`src/rtl/control_sequencer_if.sv`:
```
// rtl/control_sequencer_if.sv - instruction/memory inputs and DataPath control outputs of the sequencer
interface control_sequencer_if #(
  parameter int IR_W  = 32,
  parameter int ALU_W = 5
);
  logic             run;
  logic [IR_W-1:0]  ir;
  logic             mem_ready;
  logic             PCout, IncPC, MARin, MDRin, MDRout, IRin, Yin, Cout;
  logic             ZLOin, ZLOout, ZMuxEnable, ZSelect;
  logic             Gra, Grb, Grc, Rin, Rout, BAout;
  logic             read, write, RAMenable;
  logic [ALU_W-1:0] aluControl;
  logic             halted, illegal;
  logic [3:0]       state;

  modport master (
    input  run, ir, mem_ready,
    output PCout, IncPC, MARin, MDRin, MDRout, IRin, Yin, Cout,
           ZLOin, ZLOout, ZMuxEnable, ZSelect,
           Gra, Grb, Grc, Rin, Rout, BAout,
           read, write, RAMenable, aluControl, halted, illegal, state
  );

  modport slave (
    output run, ir, mem_ready,
    input  PCout, IncPC, MARin, MDRin, MDRout, IRin, Yin, Cout,
           ZLOin, ZLOout, ZMuxEnable, ZSelect,
           Gra, Grb, Grc, Rin, Rout, BAout,
           read, write, RAMenable, aluControl, halted, illegal, state
  );
endinterface

```
`src/rtl/control_sequencer.sv`:
```
// rtl/control_sequencer.sv - hardwired fetch/decode/execute FSM driving the RISC DataPath
module control_sequencer #(
  parameter int               IR_W    = 32,
  parameter int               OPC_W   = 5,
  parameter int               ALU_W   = 5,
  parameter logic [ALU_W-1:0] ALU_ADD = 5'b00011,
  parameter logic [OPC_W-1:0] ALU_LO  = 5'b00011,
  parameter logic [OPC_W-1:0] ALU_HI  = 5'b01100,
  parameter logic [OPC_W-1:0] OP_LD   = 5'b00000,
  parameter logic [OPC_W-1:0] OP_LDI  = 5'b00001,
  parameter logic [OPC_W-1:0] OP_ST   = 5'b00010,
  parameter logic [OPC_W-1:0] OP_HALT = 5'b11011
) (
  input  logic                 clock,
  input  logic                 clear,
  control_sequencer_if.master  bus
);

  typedef enum logic [3:0] {
    S_RESET = 4'd0,
    S_T0    = 4'd1,
    S_T1    = 4'd2,
    S_T2    = 4'd3,
    S_T3    = 4'd4,
    S_T4    = 4'd5,
    S_T5    = 4'd6,
    S_T6    = 4'd7,
    S_T7    = 4'd8,
    S_HALT  = 4'd9
  } state_t;

  state_t           state_q, state_d;
  logic [OPC_W-1:0] opc_q, opc_d;
  logic             is_ldst, is_alu, is_mem_op;

  always_ff @(posedge clock or posedge clear) begin
    if (clear) begin
      state_q <= S_RESET;
      opc_q   <= '0;
    end else begin
      state_q <= state_d;
      opc_q   <= opc_d;
    end
  end

  // Decode uses only the opcode latched with IRin, never the live ir bus.
  assign is_ldst   = (opc_q == OP_LD) || (opc_q == OP_LDI) || (opc_q == OP_ST);
  assign is_alu    = (opc_q >= ALU_LO) && (opc_q <= ALU_HI);
  assign is_mem_op = (opc_q == OP_LD) || (opc_q == OP_ST);

  always_comb begin
    state_d        = state_q;
    opc_d          = opc_q;
    bus.PCout      = 1'b0;
    bus.IncPC      = 1'b0;
    bus.MARin      = 1'b0;
    bus.MDRin      = 1'b0;
    bus.MDRout     = 1'b0;
    bus.IRin       = 1'b0;
    bus.Yin        = 1'b0;
    bus.Cout       = 1'b0;
    bus.ZLOin      = 1'b0;
    bus.ZLOout     = 1'b0;
    bus.ZMuxEnable = 1'b0;
    bus.ZSelect    = 1'b0;
    bus.Gra        = 1'b0;
    bus.Grb        = 1'b0;
    bus.Grc        = 1'b0;
    bus.Rin        = 1'b0;
    bus.Rout       = 1'b0;
    bus.BAout      = 1'b0;
    bus.read       = 1'b0;
    bus.write      = 1'b0;
    bus.RAMenable  = 1'b0;
    bus.aluControl = '0;
    bus.halted     = 1'b0;
    bus.illegal    = 1'b0;
    bus.state      = state_q;

    case (state_q)
      S_RESET: state_d = S_T0;
      S_T0: begin
        if (bus.run) begin
          bus.PCout = 1'b1;
          bus.MARin = 1'b1;
          bus.IncPC = 1'b1;
          state_d   = S_T1;
        end
      end
      S_T1: begin
        bus.read      = 1'b1;
        bus.RAMenable = 1'b1;
        if (bus.mem_ready) begin
          bus.MDRin = 1'b1;
          state_d   = S_T2;
        end
      end
      S_T2: begin
        bus.MDRout = 1'b1;
        bus.IRin   = 1'b1;
        opc_d      = bus.ir[IR_W-1 -: OPC_W];
        state_d    = S_T3;
      end
      S_T3: begin
        if (is_ldst) begin
          bus.Grb   = 1'b1;
          bus.BAout = 1'b1;
          bus.Yin   = 1'b1;
          state_d   = S_T4;
        end else if (is_alu) begin
          bus.Grb  = 1'b1;
          bus.Rout = 1'b1;
          bus.Yin  = 1'b1;
          state_d  = S_T4;
        end else if (opc_q == OP_HALT) begin
          state_d = S_HALT;
        end else begin
          bus.illegal = 1'b1;
          state_d     = S_T0;
        end
      end
      S_T4: begin
        bus.ZMuxEnable = 1'b1;
        bus.ZLOin      = 1'b1;
        if (is_ldst) begin
          bus.Cout       = 1'b1;
          bus.aluControl = ALU_ADD;
        end else begin
          bus.Grc        = 1'b1;
          bus.Rout       = 1'b1;
          bus.aluControl = ALU_W'(opc_q);
        end
        state_d = S_T5;
      end
      S_T5: begin
        bus.ZLOout = 1'b1;
        if (is_mem_op) begin
          bus.MARin = 1'b1;
          state_d   = S_T6;
        end else begin
          bus.Gra = 1'b1;
          bus.Rin = 1'b1;
          state_d = S_T0;
        end
      end
      S_T6: begin
        if (opc_q == OP_ST) begin
          bus.Gra   = 1'b1;
          bus.Rout  = 1'b1;
          bus.MDRin = 1'b1;
          state_d   = S_T7;
        end else begin
          bus.read      = 1'b1;
          bus.RAMenable = 1'b1;
          if (bus.mem_ready) begin
            bus.MDRin = 1'b1;
            state_d   = S_T7;
          end
        end
      end
      S_T7: begin
        if (opc_q == OP_ST) begin
          bus.write     = 1'b1;
          bus.RAMenable = 1'b1;
          if (bus.mem_ready) state_d = S_T0;
        end else begin
          bus.MDRout = 1'b1;
          bus.Gra    = 1'b1;
          bus.Rin    = 1'b1;
          state_d    = S_T0;
        end
      end
      S_HALT: bus.halted = 1'b1;
      default: state_d = S_RESET;
    endcase
  end

endmodule

```
`src/flat_wrapper.sv`:
```
// flat-port wrapper written by rule: the top's interface ports become plain ports
module control_sequencer_flat 
#(
  parameter int               IR_W    = 32,
  parameter int               OPC_W   = 5,
  parameter int               ALU_W   = 5,
  parameter logic [ALU_W-1:0] ALU_ADD = 5'b00011,
  parameter logic [OPC_W-1:0] ALU_LO  = 5'b00011,
  parameter logic [OPC_W-1:0] ALU_HI  = 5'b01100,
  parameter logic [OPC_W-1:0] OP_LD   = 5'b00000,
  parameter logic [OPC_W-1:0] OP_LDI  = 5'b00001,
  parameter logic [OPC_W-1:0] OP_ST   = 5'b00010,
  parameter logic [OPC_W-1:0] OP_HALT = 5'b11011
)
  (clock, clear, bus_run, bus_ir, bus_mem_ready, bus_PCout, bus_IncPC, bus_MARin, bus_MDRin, bus_MDRout, bus_IRin, bus_Yin, bus_Cout, bus_ZLOin, bus_ZLOout, bus_ZMuxEnable, bus_ZSelect, bus_Gra, bus_Grb, bus_Grc, bus_Rin, bus_Rout, bus_BAout, bus_read, bus_write, bus_RAMenable, bus_aluControl, bus_halted, bus_illegal, bus_state);
  control_sequencer_if #(.IR_W(IR_W), .ALU_W(ALU_W)) bus_i ();
  input  logic clock;
  input  logic clear;
  input wire logic [$bits(bus_i.run)-1:0] bus_run;
  input wire logic [$bits(bus_i.ir)-1:0] bus_ir;
  input wire logic [$bits(bus_i.mem_ready)-1:0] bus_mem_ready;
  output wire logic [$bits(bus_i.PCout)-1:0] bus_PCout;
  output wire logic [$bits(bus_i.IncPC)-1:0] bus_IncPC;
  output wire logic [$bits(bus_i.MARin)-1:0] bus_MARin;
  output wire logic [$bits(bus_i.MDRin)-1:0] bus_MDRin;
  output wire logic [$bits(bus_i.MDRout)-1:0] bus_MDRout;
  output wire logic [$bits(bus_i.IRin)-1:0] bus_IRin;
  output wire logic [$bits(bus_i.Yin)-1:0] bus_Yin;
  output wire logic [$bits(bus_i.Cout)-1:0] bus_Cout;
  output wire logic [$bits(bus_i.ZLOin)-1:0] bus_ZLOin;
  output wire logic [$bits(bus_i.ZLOout)-1:0] bus_ZLOout;
  output wire logic [$bits(bus_i.ZMuxEnable)-1:0] bus_ZMuxEnable;
  output wire logic [$bits(bus_i.ZSelect)-1:0] bus_ZSelect;
  output wire logic [$bits(bus_i.Gra)-1:0] bus_Gra;
  output wire logic [$bits(bus_i.Grb)-1:0] bus_Grb;
  output wire logic [$bits(bus_i.Grc)-1:0] bus_Grc;
  output wire logic [$bits(bus_i.Rin)-1:0] bus_Rin;
  output wire logic [$bits(bus_i.Rout)-1:0] bus_Rout;
  output wire logic [$bits(bus_i.BAout)-1:0] bus_BAout;
  output wire logic [$bits(bus_i.read)-1:0] bus_read;
  output wire logic [$bits(bus_i.write)-1:0] bus_write;
  output wire logic [$bits(bus_i.RAMenable)-1:0] bus_RAMenable;
  output wire logic [$bits(bus_i.aluControl)-1:0] bus_aluControl;
  output wire logic [$bits(bus_i.halted)-1:0] bus_halted;
  output wire logic [$bits(bus_i.illegal)-1:0] bus_illegal;
  output wire logic [$bits(bus_i.state)-1:0] bus_state;
  assign bus_i.run = bus_run;
  assign bus_i.ir = bus_ir;
  assign bus_i.mem_ready = bus_mem_ready;
  assign bus_PCout = bus_i.PCout;
  assign bus_IncPC = bus_i.IncPC;
  assign bus_MARin = bus_i.MARin;
  assign bus_MDRin = bus_i.MDRin;
  assign bus_MDRout = bus_i.MDRout;
  assign bus_IRin = bus_i.IRin;
  assign bus_Yin = bus_i.Yin;
  assign bus_Cout = bus_i.Cout;
  assign bus_ZLOin = bus_i.ZLOin;
  assign bus_ZLOout = bus_i.ZLOout;
  assign bus_ZMuxEnable = bus_i.ZMuxEnable;
  assign bus_ZSelect = bus_i.ZSelect;
  assign bus_Gra = bus_i.Gra;
  assign bus_Grb = bus_i.Grb;
  assign bus_Grc = bus_i.Grc;
  assign bus_Rin = bus_i.Rin;
  assign bus_Rout = bus_i.Rout;
  assign bus_BAout = bus_i.BAout;
  assign bus_read = bus_i.read;
  assign bus_write = bus_i.write;
  assign bus_RAMenable = bus_i.RAMenable;
  assign bus_aluControl = bus_i.aluControl;
  assign bus_halted = bus_i.halted;
  assign bus_illegal = bus_i.illegal;
  assign bus_state = bus_i.state;
  control_sequencer #(.IR_W(IR_W), .OPC_W(OPC_W), .ALU_W(ALU_W), .ALU_ADD(ALU_ADD), .ALU_LO(ALU_LO), .ALU_HI(ALU_HI), .OP_LD(OP_LD), .OP_LDI(OP_LDI), .OP_ST(OP_ST), .OP_HALT(OP_HALT)) u_core (.clock(clock), .clear(clear), .bus(bus_i));
endmodule
```
`config.mk`:
```
export PLATFORM = sky130hd
export DESIGN_NAME = control_sequencer_flat
export DESIGN_NICKNAME = d
export VERILOG_FILES = /design/src/rtl/control_sequencer_if.sv /design/src/rtl/control_sequencer.sv /design/src/flat_wrapper.sv
export SDC_FILE = /design/constraint.sdc
export NUM_CORES = 1
export LEC_CHECK = 0
export CAP_MARGIN = 20
export CORE_ASPECT_RATIO = 1.5
export CORE_UTILIZATION = 36
export DETAILED_ROUTE_END_ITERATION = 10
export GPL_ROUTABILITY_DRIVEN = 0
export PLACE_DENSITY_LB_ADDON = 0.05
export SLEW_MARGIN = 10
export SYNTH_ARGS = -nofsm -noshare
export SYNTH_HDL_FRONTEND = slang
export SYNTH_SLANG_ARGS = --single-unit
```
`constraint.sdc`:
```
create_clock -name clock -period 5.7 [get_ports clock]
set_input_delay 1.14 -clock clock [delete_from_list [all_inputs] [get_ports clock]]
set_output_delay 1.14 -clock clock [all_outputs]
set_load 0.01 [all_outputs]
```
Yosys cells after proc, flatten, opt, wreduce, memory -nomap -nowiden
Cells that the tools add are included.
{"block": "totals", "ff_bits": 9, "input_bits": 36, "output_inout_bits": 32, "wordCells": 75}
{"block": "op_classes", "reduce_logical": 7, "mux": 47, "n_bitwise": 1, "eq_ne": 16, "order_cmp": 2}
{"op": "$pmux W4 S10", "count": 1}
{"op": "$mux W4", "count": 9}
{"op": "$mux W1", "count": 26}
{"op": "$eq A4 B3 Y1 const B", "count": 4}
{"op": "$mux W5", "count": 2}
{"op": "$pmux W1 S2", "count": 5}
{"op": "$pmux W1 S3", "count": 3}
{"op": "$eq A4 B2 Y1 const B", "count": 2}
{"op": "$eq A4 B4 Y1 const B", "count": 2}
{"op": "$eq A5 B1 Y1 const B", "count": 1}
{"op": "$eq A5 B2 Y1 const B", "count": 1}
{"op": "$eq A5 B5 Y1 const B", "count": 1}
{"op": "$ge A5 B2 Y1 const B", "count": 1}
{"op": "$le A5 B4 Y1 const B", "count": 1}
{"op": "$logic_not A5 Y1", "count": 1}
{"op": "$reduce_and A5 Y1", "count": 1}
{"op": "$eq A4 B1 Y1 const B", "count": 1}
{"op": "$logic_not A4 Y1", "count": 1}
{"op": "$ne A2 B2 Y1 const B", "count": 2}
{"op": "$logic_or A1 B1 Y1", "count": 3}
{"op": "$mux W3", "count": 1}
{"op": "$ne A3 B2 Y1 const B", "count": 1}
{"op": "$ne A3 B3 Y1 const B", "count": 1}
{"op": "$logic_and A1 B1 Y1", "count": 1}
{"op": "$not A1 Y1", "count": 1}

Depth between registers and ports, before layout
{"block": "depth", "word_depth": 5, "ltp_mapped": 6}

Worst setup path after synthesis
Ideal clock, no wire load.
{"block": "synth_path", "path_kind": "register to output", "startpoint": "register u_core.state_q[1], in the netlist u_core.bus.state[1]", "endpoint": "output port bus_Rout", "path_stages_with_launch": 6, "slack_ns": 2.783, "n_path_buf": 1, "arrival_ns": 1.777, "path_cell_list": "dfrtp_1 clkbuf_1 or4b_1 a211oi_2 inv_1 o22ai_1"}
{"block": "synth_between", "elab_chain_cells": 2}
{"element": "from (decl)", "line_no": "control_sequencer.sv:32", "rtl": "state_t state_q, state_d;"}
{"element": "from (signal assigned)", "line_no": "control_sequencer.sv:41", "rtl": "state_q <= state_d;"}
{"element": "$eq A4 B3 Y1", "line_no": "control_sequencer.sv:80", "rtl": "case (state_q)"}
{"element": "$pmux W1 S3 (*)", "line_no": "control_sequencer.sv:80"}
{"element": "to (decl)", "line_no": "flat_wrapper.sv:38", "rtl": "output wire logic [$bits(bus_i.Rout)-1:0] bus_Rout;"}
Every way passes the cells marked *; elsewhere a longest branch is shown, timed or not.

Worst setup path after layout
{"block": "layout_path", "startpoint": "register u_core.state_q[0], in the netlist u_core.bus.state[0]", "endpoint": "output port bus_Rout"}
Same word-level chain as after synthesis.

==> results.cfg <==
[timing]
layout_min_cycle_time_ns = 3.88
timing_hold_violations_final = 0
finalCritPeriodShare = 0.680
worst-slew-pin-transition_ns = 0.637
timing.slew.headroom = 0.575
worst_slack_ns = 1.82
grt_setup_unrepaired = no
setup_viol = 0
fin_skew_ns = 0.00710
fin_setup_tns_ns = 0
report.final.slew_viol_count = 0
max_freq_mhz = 258

[grt]
grt_overflow = 0
vias_in_the_first_global_route = 878
grt.met1_usage = 0.211
grt_antenna_before_repair = 0
grt_max_degree = 24
track_usage = 0.192
grt.busiest_layer = met2
globalRouteMet2Util = 0.350
use_met3 = 0.0465
wire_length_of_the_first_global_routing_pass_um = 4020

[floorplanning]
design.portCount = 68
chipHeight_um = 62.2
start_util = 0.385
core_area_mm2 = 0.00226
design.die.area_mm2 = 0.00262
core.rowCount = 21
chipWidth_um = 42.2

[pwr]
clkPwrFrac = 0.074
pwrdens_mw_per_mm2 = 532
max-vdd-ir-drop_v = 0.000344
pwr-share-comb = 0.608
switching_power_w = 0.000309
power_frac_seq = 0.318
leakagePower_nw = 0.478
fin_total_pwr_w = 0.000660
cellInternalPower_w = 0.000351
switching_share = 0.468

[cts]
cts.sink_count = 9
postCtsHoldBufs = 0
ctsResizeCount = 0
clk_slew_on_worst_s_h_paths_ns = 0.06
tritoncts_clock_tree = built
postCtsSetupBuffers = 0
cts_buffers = 3
cts.htree.levels = 1
clkLatencyLatePin_ns = 0.27
cts_buffer_depth = 2
cts-root-buf = sky130_fd_sc_hd__clkbuf_4

[detailed_routing]
total_wire_length_um = 2310
drtIter0Drc = 17
number_of_antenna_violating_nets_in_the_routed_design = 0
routed-via-count = 906
route.detailed.wl_per_inst_um = 14.2
detail_route.drc_violations = 0
vias_per_cell = 5.56
drt_pass1_iterations = 4

[critical_path]
worstPathMaxFanout = 23
endpoint_kind = output pin
timing.critical_path.cells = or4b_1 > a211oi_2 > inv_1 > o22ai_1 > clkdlybuf4s50_1
timing.critical_path.buf_inv = 2
r2r-end = u_core.opc_q[3]
setup.worst_path.class = reg -> out
timing.rr.start = u_core.bus.state[0]
cp-startpoint = u_core.bus.state[0]
critical-path-max-stage-delay_ns = 0.68
r2r.worst_path.cells = 3
critical_path.top_delay_family = simple AND/OR/NAND/NOR gates
worst_setup_start_kind = flip-flop
arrival_ns = 2.74
rrSetupSlack_ns = 3.78
cpMaxStageDelayCell = sky130_fd_sc_hd__or4b_1
cp_data_required_time_ns = 4.56

[finish]
final_nets = 177
share_of_layout_cells_above_drive_strength_1 = 0.0929
fin_cells = 163
diodes = 0
final_non_filler_cell_area_mm2 = 0.00124
flow.area_growth_from_synthesis_pct = 42.4

[placed_design]
detailed_place.area_mm2 = 0.00121
place_hpwl_um = 1660
dp.cells = 159
io_buffers = 39
setup_ws_pre_cts_ns = 2.02

[logic_synthesis]
postSynthNetCount = 147
yosys_register_bits = 9
library_cells_used_by_synthesis = 42
synth_seq_area_share = 0.259
syn-mean-instance-area_um2 = 7.85
syn-instance-count = 111
netlist_area_um2 = 871
yosys_warnings = 0

[min_path]
whs_path_depth = 1
min_path_type = reg -> reg
hold_path_startpoint = u_core.opc_q[0]
min_delay_worst_endpoint = u_core.opc_q[0]

[outcome]
status = finished clean

[job]
max_cap_violations = 0
==> layout by cell type (no fill, tap or decap), types with 2 or more instances in the layout <==
cell type	Yosys	final
sky130_fd_sc_hd__clkdlybuf4s50_1	0	39
sky130_fd_sc_hd__nor2_1	9	9
sky130_fd_sc_hd__dfrtp_1	9	9
sky130_fd_sc_hd__nand2_1	7	7
sky130_fd_sc_hd__a21oi_1	7	7
sky130_fd_sc_hd__inv_1	6	6
sky130_fd_sc_hd__and2_1	5	5
sky130_fd_sc_hd__mux2_2	5	5
sky130_fd_sc_hd__nor3_1	5	5
sky130_fd_sc_hd__nand3_1	4	4
sky130_fd_sc_hd__o21ai_0	3	3
sky130_fd_sc_hd__nor2b_1	3	3
sky130_fd_sc_hd__o22ai_1	3	3
sky130_fd_sc_hd__o21a_1	3	3
sky130_fd_sc_hd__clkbuf_4	0	3
sky130_fd_sc_hd__or4b_1	2	2
sky130_fd_sc_hd__and3_1	2	2
sky130_fd_sc_hd__or3_1	2	2
==> per-layer routing <==
layer	wire length [um]	share of wire
met1	912	0.39
met2	1250	0.54
met4	36	0.016
met5	0	0
met3	112	0.048
==> per-stage QoR <==
| stage | utilization | hold slack (ns) |
|---|---|---|
| after floorplan | - | 0.608 |
| after global placement | 0.537 | 0.702 |
| after detailed placement | 0.537 | 0.710 |
| after CTS | 0.549 | 0.723 |
| after global routing | 0.549 | 0.783 |
| final | 0.549 | 0.722 |
==> worst register-to-register path: stages (launching register included) <==
cell	delay, ns
sky130_fd_sc_hd__dfrtp_1	0.75
sky130_fd_sc_hd__nor2b_1	0.32
sky130_fd_sc_hd__and3b_1	0.35
sky130_fd_sc_hd__mux2_2	0.38
==> Yosys cell counts (all sizes together) <==
cell type	count	area (um^2)
dfrtp	9	225
nand2b	1	6.26
o21a	3	22.5
a21oi	7	35.0
o221ai	1	8.76
clkbuf	8	30.0
nand3	4	20.0
inv	6	22.5
buf	6	46.3
conb	1	3.75
xor2	1	8.76
o21bai	1	7.51
a21o	1	7.51
xnor2	1	8.76
nor4	1	12.5
and3	2	12.5
a2111oi	1	15.0
or4b	2	20.0
nor2b	3	18.8
nor3b	1	7.51
nor4b	1	8.76
nand2	7	26.3
o2bb2ai	1	8.76
and2	5	31.3
or3	2	12.5
and3b	1	8.76
o21ai	3	15.0
nand3b	1	7.51
o22ai	3	18.8
nor3	5	25.0
or4	1	11.3
a211oi	2	20.0
a21boi	1	7.51
mux2	5	56.3
a22oi	1	7.51
o41a	1	11.3
a32oi	1	8.76
nor2	9	33.8
o211ai	1	12.5
==> cell type report <==
type	instances	area, um^2
fillers	237	1020
multi-input cells	82	547
repair buffers	39	390
flip-flops and latches	9	225
well taps	23	28.8
clock buffers	4	26.3
inverters	6	22.5
==> registers in the layout, indices dropped and copies added (netlist names) <==
| name | cells |
|---|---|
| u_core.bus.state | 4 |
| u_core.opc_q | 5 |
==> how the worst max path moves through the flow <==
stage / endpoint / slack, ns / depth (start not counted)
after global routing: bus_Rout / 1.64 / 5
after CTS: bus_Rout / 1.86 / 5
after detailed placement: bus_MDRin / 2.02 / 4
final: bus_Rout / 1.82 / 5
after global placement: bus_MDRin / 2.06 / 4
after floorplan: bus_Rout / 2.78 / 5
==> power groups by stage <==
stage           Clock, W  Combinational (W)  Sequential [W]
2_1_floorplan          0           0.000312        0.000135
3_3_place_gp           0           0.000399        0.000207
3_5_place_dp           0           0.000402        0.000209
4_1_cts        0.0000515           0.000405        0.000207
5_1_grt        0.0000557           0.000441        0.000221
6_report       0.0000491           0.000401        0.000210
==> cell families after synthesis <==
| group | Yosys count | share of synthesized area |
|---|---|---|
| flops | 9 | 0.259 |
| mux | 5 | 0.0647 |
| xor+xnor | 2 | 0.0201 |
| buf+inv | 20 | 0.114 |
| other cells | 1 | 0.00431 |
| simple gates | 46 | 0.302 |
| compound gates | 28 | 0.237 |
Power figures use the tool's default switching activity.
